File: config.mk
export PLATFORM = sky130hd
export DESIGN_NAME = pc_unit_flat
export DESIGN_NICKNAME = d
export VERILOG_FILES = /design/src/rtl/pc_unit_if.sv /design/src/rtl/pc_unit.sv /design/src/flat_wrapper.sv
export SDC_FILE = /design/constraint.sdc
export NUM_CORES = 1
export LEC_CHECK = 0
export BUFFER_PORTS_ARGS = -buffer_cell sky130_fd_sc_hd__buf_2
export CORE_MARGIN = 2
export CORE_UTILIZATION = 29
export CTS_CLUSTER_SIZE = 20
export DETAILED_ROUTE_END_ITERATION = 8
export GPL_TIMING_DRIVEN = 1
export REMOVE_ABC_BUFFERS = 1
export SLEW_MARGIN = 20
export SYNTH_ARGS = -nofsm -noshare
export SYNTH_HDL_FRONTEND = slang
export SYNTH_SLANG_ARGS = --single-unit
File: constraint.sdc
create_clock -name clk -period 3.15 [get_ports clk]
set_input_delay 0.7875 -clock clk [delete_from_list [all_inputs] [get_ports clk]]
set_output_delay 0.7875 -clock clk [all_outputs]
set_load 0.02 [all_outputs]
File: src/rtl/pc_unit_if.sv
// Control-FSM to program-counter bus: update strobes and operands in, fetch/link state out.
interface pc_unit_if #(
    parameter int unsigned ADDR_W = 16,
    parameter int unsigned DISP_W = 8
);
    logic              PCe;
    logic              npc_ctrl;
    logic              br_en;
    logic [DISP_W-1:0] disp;
    logic [ADDR_W-1:0] target;
    logic [ADDR_W-1:0] pc_out;
    logic [ADDR_W-1:0] link_out;
    logic              pc_updated;
    logic              halted;

    modport master (
        output PCe, npc_ctrl, br_en, disp, target,
        input  pc_out, link_out, pc_updated, halted
    );

    modport slave (
        input  PCe, npc_ctrl, br_en, disp, target,
        output pc_out, link_out, pc_updated, halted
    );
endinterface

File: src/rtl/pc_unit.sv
// Program counter: edge-triggered update with increment / relative branch / absolute jump,
// link capture, and sticky halt on branch-to-self.
module pc_unit #(
    parameter int unsigned           ADDR_W   = 16,
    parameter int unsigned           DISP_W   = 8,
    parameter logic [ADDR_W-1:0]     RESET_PC = '0
) (
    input  logic       clk,
    input  logic       rst_n,
    pc_unit_if.slave   bus
);
    typedef enum logic [0:0] {RUN, HALT} state_t;

    state_t            state_q, state_d;
    logic [ADDR_W-1:0] pc_q, pc_d;
    logic [ADDR_W-1:0] link_q, link_d;
    logic              upd_q, upd_d;
    logic              halted_q, halted_d;
    logic              pce_prev_q;
    logic              trigger;
    logic [ADDR_W-1:0] disp_ext;

    // Only a fresh assertion of PCe counts; a held level must not advance twice.
    assign trigger  = bus.PCe & ~pce_prev_q;
    assign disp_ext = ADDR_W'($signed(bus.disp));

    always_ff @(posedge clk or negedge rst_n) begin
        if (!rst_n) begin
            state_q    <= RUN;
            pc_q       <= RESET_PC;
            link_q     <= RESET_PC + ADDR_W'(1);
            upd_q      <= 1'b0;
            halted_q   <= 1'b0;
            pce_prev_q <= 1'b0;
        end else begin
            state_q    <= state_d;
            pc_q       <= pc_d;
            link_q     <= link_d;
            upd_q      <= upd_d;
            halted_q   <= halted_d;
            pce_prev_q <= bus.PCe;
        end
    end

    // Next-PC selection and halt detection; jump outranks branch and masks halt.
    always_comb begin
        state_d  = state_q;
        pc_d     = pc_q;
        link_d   = link_q;
        upd_d    = 1'b0;
        halted_d = halted_q;
        case (state_q)
            RUN: begin
                if (trigger) begin
                    link_d = pc_q + ADDR_W'(1);
                    upd_d  = 1'b1;
                    if (bus.npc_ctrl) begin
                        pc_d = bus.target;
                    end else if (bus.br_en) begin
                        pc_d = pc_q + disp_ext;
                        if (bus.disp == '0) begin
                            state_d  = HALT;
                            halted_d = 1'b1;
                            upd_d    = 1'b0;
                        end
                    end else begin
                        pc_d = pc_q + ADDR_W'(1);
                    end
                end
            end
            HALT: begin
                halted_d = 1'b1;
            end
            default: begin
                state_d = RUN;
            end
        endcase
    end

    assign bus.pc_out     = pc_q;
    assign bus.link_out   = link_q;
    assign bus.pc_updated = upd_q;
    assign bus.halted     = halted_q;
endmodule
File: src/flat_wrapper.sv
// flat-port wrapper written by rule: the top's interface ports become plain ports
module pc_unit_flat 
#(
    parameter int unsigned           ADDR_W   = 16,
    parameter int unsigned           DISP_W   = 8,
    parameter logic [ADDR_W-1:0]     RESET_PC = '0
)
  (clk, rst_n, bus_PCe, bus_npc_ctrl, bus_br_en, bus_disp, bus_target, bus_pc_out, bus_link_out, bus_pc_updated, bus_halted);
  pc_unit_if #(.ADDR_W(ADDR_W), .DISP_W(DISP_W)) bus_i ();
  input  logic clk;
  input  logic rst_n;
  input wire logic [$bits(bus_i.PCe)-1:0] bus_PCe;
  input wire logic [$bits(bus_i.npc_ctrl)-1:0] bus_npc_ctrl;
  input wire logic [$bits(bus_i.br_en)-1:0] bus_br_en;
  input wire logic [$bits(bus_i.disp)-1:0] bus_disp;
  input wire logic [$bits(bus_i.target)-1:0] bus_target;
  output wire logic [$bits(bus_i.pc_out)-1:0] bus_pc_out;
  output wire logic [$bits(bus_i.link_out)-1:0] bus_link_out;
  output wire logic [$bits(bus_i.pc_updated)-1:0] bus_pc_updated;
  output wire logic [$bits(bus_i.halted)-1:0] bus_halted;
  assign bus_i.PCe = bus_PCe;
  assign bus_i.npc_ctrl = bus_npc_ctrl;
  assign bus_i.br_en = bus_br_en;
  assign bus_i.disp = bus_disp;
  assign bus_i.target = bus_target;
  assign bus_pc_out = bus_i.pc_out;
  assign bus_link_out = bus_i.link_out;
  assign bus_pc_updated = bus_i.pc_updated;
  assign bus_halted = bus_i.halted;
  pc_unit #(.ADDR_W(ADDR_W), .DISP_W(DISP_W), .RESET_PC(RESET_PC)) u_core (.clk(clk), .rst_n(rst_n), .bus(bus_i));
endmodule
# Word level (Yosys, flattened, before mapping)
# Cells that the tools add are included.
op_classes:
  n_addsub: 2
  eq_ne: 4
  muxes: 17
  bitwise: 3
  reduce_logical: 3
ops:
  columns: ["cell", "n"]
  rows:
  - ["2-to-1 mux 16 bit", 2]
  - ["adder 16 x 1 -> 16 bit (second input constant)", 1]
  - ["adder 16 bit", 1]
  - ["2-to-1 mux 1 bit", 14]
  - ["zero test 8 bit", 1]
  - ["!= test 2 x 1 -> 1 bit (second input constant)", 2]
  - ["!= test 2 bit (second input constant)", 2]
  - ["AND reduction 4 bit", 1]
  - ["NOT 1 bit", 2]
  - ["case mux 1 bit (2 select lines)", 1]
  - ["AND reduction 2 bit", 1]
  - ["AND 1 bit", 1]
word_totals:
  regBits: 36
  input_bits: 29
  out_inout_bits: 34
  word_cells: 35

# Logic depth before layout (Yosys ltp)
depth:
  word_depth: 6
  mapped_depth: 9
  depth_no_buf: 9

# Least setup slack after synthesis
# OpenSTA, ideal clock, no wires.
synth_path:
  kind: "input -> register"
  startpoint: "in bus_disp[0]"
  endpoint: "reg u_core.pc_q[14], in the netlist u_core.bus.pc_out[14]"
  setup_ns: 0.140
  arrival_ns: 2.602
  required_time_ns: 3.010
  slack_ns: 0.408
  cell_stages: 9
  path_buffers: 0
  cell_sequence: "ha_1 -> fa_1 -> a211oi_2 -> o211a_1 -> nor2_1 -> a31o_1 -> a31oi_1 -> xor2_1 -> o221ai_1"
synth_between:
  elab_chain_cells: 3
synth_lines:
  columns: ["element", "line", "rtl"]
  rows:
  - ["start, declared", "flat_wrapper.sv:15", "input wire logic [$bits(bus_i.disp)-1:0] bus_disp;"]
  - ["adder 16 bit", "pc_unit.sv:60", "pc_d = pc_q + disp_ext;"]
  - ["2-to-1 mux 16 bit", "pc_unit.sv:59", "end else if (bus.br_en) begin"]
  - ["2-to-1 mux 16 bit", "pc_unit.sv:57", "if (bus.npc_ctrl) begin"]
  - ["end signal, assigned", "pc_unit.sv:37", "pc_q <= pc_d;"]
  - ["end, declared", "pc_unit.sv:15", "logic [ADDR_W-1:0] pc_q, pc_d;"]
# Every way passes these cells.
# A chain may end at the register's enable or synchronous reset.

# Worst setup path after layout
# Ends and elaborated chain as after synthesis.

==> results by group <==
Synthesis
  • Post-synthesis cell count: 309
  • Compound-Gate Fraction of Synth Area: 25.9%
  • Commonest cells post-synth: dfrtp_1 (35), o21ai_0 (30), a21oi_1 (27), nor2_1 (27), nand2_1 (26)
  • Synth area leaders: dfrtp_1 (33%), ha_1 (7.6%), o21ai_0 (5.7%)
  • Post-synthesis sequential area ratio: 34.1%
  • Synth Flop Type: dfrtp_1
  • Yosys top cell area share: 33.1%
  • Synth Area in Adders: 8.33%
  • Ys async rst share: 100%
  • Flops & latches, synth: 36
  • Synthesized area per cell: 8.55 sq um
  • Post-Synth XOR/XNOR Area: 7.95%
  • Synthesized area: 0.00264 sq mm
  • Most frequent cell after synthesis: dfrtp_1
  • Largest family of logic cells by synthesized area: compound AO/OA/AOI/OAI gates
  • Synth warn: 0
  • Post-synthesis simple-gate area fraction: 18.5%
  • Mux share of post-synthesis cell area: 1.52%
  • Post-synth EDFFs: 0
  • Dominant cell type by area after synthesis: dfrtp_1
  • Netlist cell types: 53

Clocking
  • Post-CTS Hold Buffers: 0
  • Post-CTS setup buffers: 0
  • CTS tree: built
  • Clock Tree Buf Depth: 2
  • H-tree lvl count: 2
  • Clk sinks: 36
  • Root Buffer Master: clkbuf_8
  • Cts bufs inserted: 5
  • Worst-path clk slew: 80 ps
  • CTS resizes: 0
  • Worst-skew pair later-pin latency: 300 ps

STA
  • Fin. Hold Viols: 0
  • RSZ-0062 raised after global routing: no
  • Final Max Tran Viols: 0
  • Fmax: 364 MHz
  • Period utilisation layout: 87.3%
  • Setup violators final: 0
  • Slew HR: 41.3%
  • Clock Skew: 8.36 ps
  • Setup TNS: 0 ps
  • Min cycle time layout: 2750 ps
  • Slew of the pin with the lowest slew margin: 881 ps

Min path
  • Worst Hold Depth: 2
  • Hold Path Class: flip-flop to flip-flop
  • Min-delay src: u_core.bus.link_out[9]
  • Min-Delay Endpoint: u_core.bus.link_out[9]

Global routing
  • GR Util met1: 19.5%
  • Largest net degree at the start of global routing: 37
  • GR peak layer: met2
  • Initial antenna violation count: 0
  • Met2 usage: 25.0%
  • Global-route wire length before repair: 11.8 mm
  • Met3 Track Usage GR: 2.39%
  • Global-route congestion overflow total: 0
  • GRT Resource Usage Total: 15.0%
  • Vias in the first global route: 2329

Worst setup path
  • Crit path max fanout: 3
  • Critical path class: primary input to flip-flop
  • Critical R2R Launch: u_core.bus.pc_out[0]
  • Worst EP required: 3320 ps
  • Arr. time, crit path: 2920 ps
  • Worst reg2reg path depth: 9
  • Setup crit start kind: primary input
  • Reg2reg end: u_core.bus.pc_out[14]
  • Endpoint type of the worst setup path: flip-flop
  • Setup slack, reg-to-reg: 460 ps

Place
  • Input/output buffers: 62
  • Final HPWL DP: 5.60 mm
  • Gp weighted congestion: 0.852

Job
  • Max-Cap Viols: 0

Route
  • Post-DRT Antenna Nets: 0
  • 1st-pass router iterations: 4
  • Vias per inst: 5.18
  • WL/cell: 15.2 um
  • Via count: 2473
  • Total wire length: 7.25 mm
  • DRT iter0 DRCs: 94
  • Residual DRC: 0

Die
  • Initial core utilization: 30.2%
  • Die ar.: 0.00989 sq mm
  • Die Y: 99.5 um
  • Core ar.: 0.00876 sq mm
  • Die W: 99.5 um
  • FP Rows: 34
  • Num ports: 63

Power and ir drop
  • Peak supply drop: 0.201 mV
  • Power per Cell Area: 663 mW/mm^2
  • Leak: 1.42 nW

Finish
  • N_diodes: 0
  • Synthesis-to-finish area growth: 19.5%
  • Share of layout cells above drive strength 1: 22.5%
  • Final Util: 36.0%
  • Final Net Count: 414

Status
  • Status: finished, final reports clean
## layout make-up
| type | instances | area [sq um] |
|---|---|---|
| Inverter | 5 | 18.8 |
| Fill cell | 932 | 5610 |
| Multi-Input combinational cell | 253 | 1640 |
| Clock inverter | 3 | 42.5 |
| Clock buffer | 5 | 68.8 |
| Tap cell | 108 | 135 |
| Sequential cell | 36 | 902 |
| Timing Repair Buffer | 67 | 348 |
## how the worst max path moves through the flow
| stage | start | endpoint |
|---|---|---|
| after CTS | bus_disp[0] | u_core.bus.pc_out[14] |
| after detailed placement | bus_disp[0] | u_core.bus.pc_out[14] |
| after global routing | bus_disp[0] | u_core.bus.pc_out[14] |
| after floorplan | bus_disp[0] | u_core.bus.pc_out[14] |
| after global placement | bus_disp[0] | u_core.bus.pc_out[14] |
| final | bus_disp[0] | u_core.bus.pc_out[14] |
## power breakdown
group,internal (mW),switching (mW)
combinational,0.391,0.560
clock,0.234,0.189
sequential,0.572,0.146
total,1.20,0.895
## worst max-delay path: stages
cell and delay, ps:
buf_2 110, ha_1 220, fa_1 440, a211oi_2 320
o211a_1 220, nor2_1 70, a31o_1 250, a31oi_1 200
xor2_1 170, o221ai_1 130
## state kept, by name, summed over array words and instances, names as in the netlist
name and count:
u_core.pce_prev_q 1, u_core.bus.pc_out 16, u_core.state_q 1, u_core.bus.pc_updated 1
u_core.bus.halted 1, u_core.bus.link_out 16
## kinds of logic after synthesis
group / count (synthesis)
AO/OA/AOI/OAI: 110
XOR/XNOR: 24
adder cells (fa/ha/maj): 17
buffers and inverters: 20
flip-flops: 36
multiplexers: 4
AND/OR/NAND/NOR: 98
## layout by cell type, fill, tap and decap left out, types with 3 or more instances in the layout
master	synthesis	layout
o21ai_1	14	14
buf_4	1	5
a21oi_1	27	27
buf_2	3	62
clkbuf_8	1	5
a21o_1	3	3
nor2b_1	8	8
and3_1	9	9
and4_1	3	3
o211ai_1	3	3
xnor2_1	11	11
mux2i_1	4	4
nor2_1	27	27
a211oi_1	7	7
ha_1	16	16
a31oi_1	4	4
inv_1	5	5
nand2_1	26	26
o21a_1	3	3
nand3_1	6	6
xor2_1	13	13
dfrtp_1	35	35
nor3_1	4	4
o221ai_1	5	5
o21ai_0	30	30
## stage by stage
step / std cells / hold slack (ps) / instance area [sq um] / setup WS, ps / total power, mW
2_1_floorplan: 294 / 487 / 2560 / 372 / 1.37
3_3_place_gp: 469 / 451 / 3050 / 155 / 1.66
3_5_place_dp: 469 / 454 / 3050 / 86.1 / 1.68
4_1_cts: 477 / 479 / 3160 / 398 / 2.10
5_1_grt: 477 / 494 / 3160 / 224 / 2.26
6_report: 477 / 474 / 3160 / 399 / 2.09
## metal layers
layer  routed length (um)  vias to the layer above
met4                  144                        0
met1                 3220                     1163
met2                 3560                       52
met3                  324                        9
met5                    0                        -
li1                     -                     1249
Power figures use the tool's default switching activity.
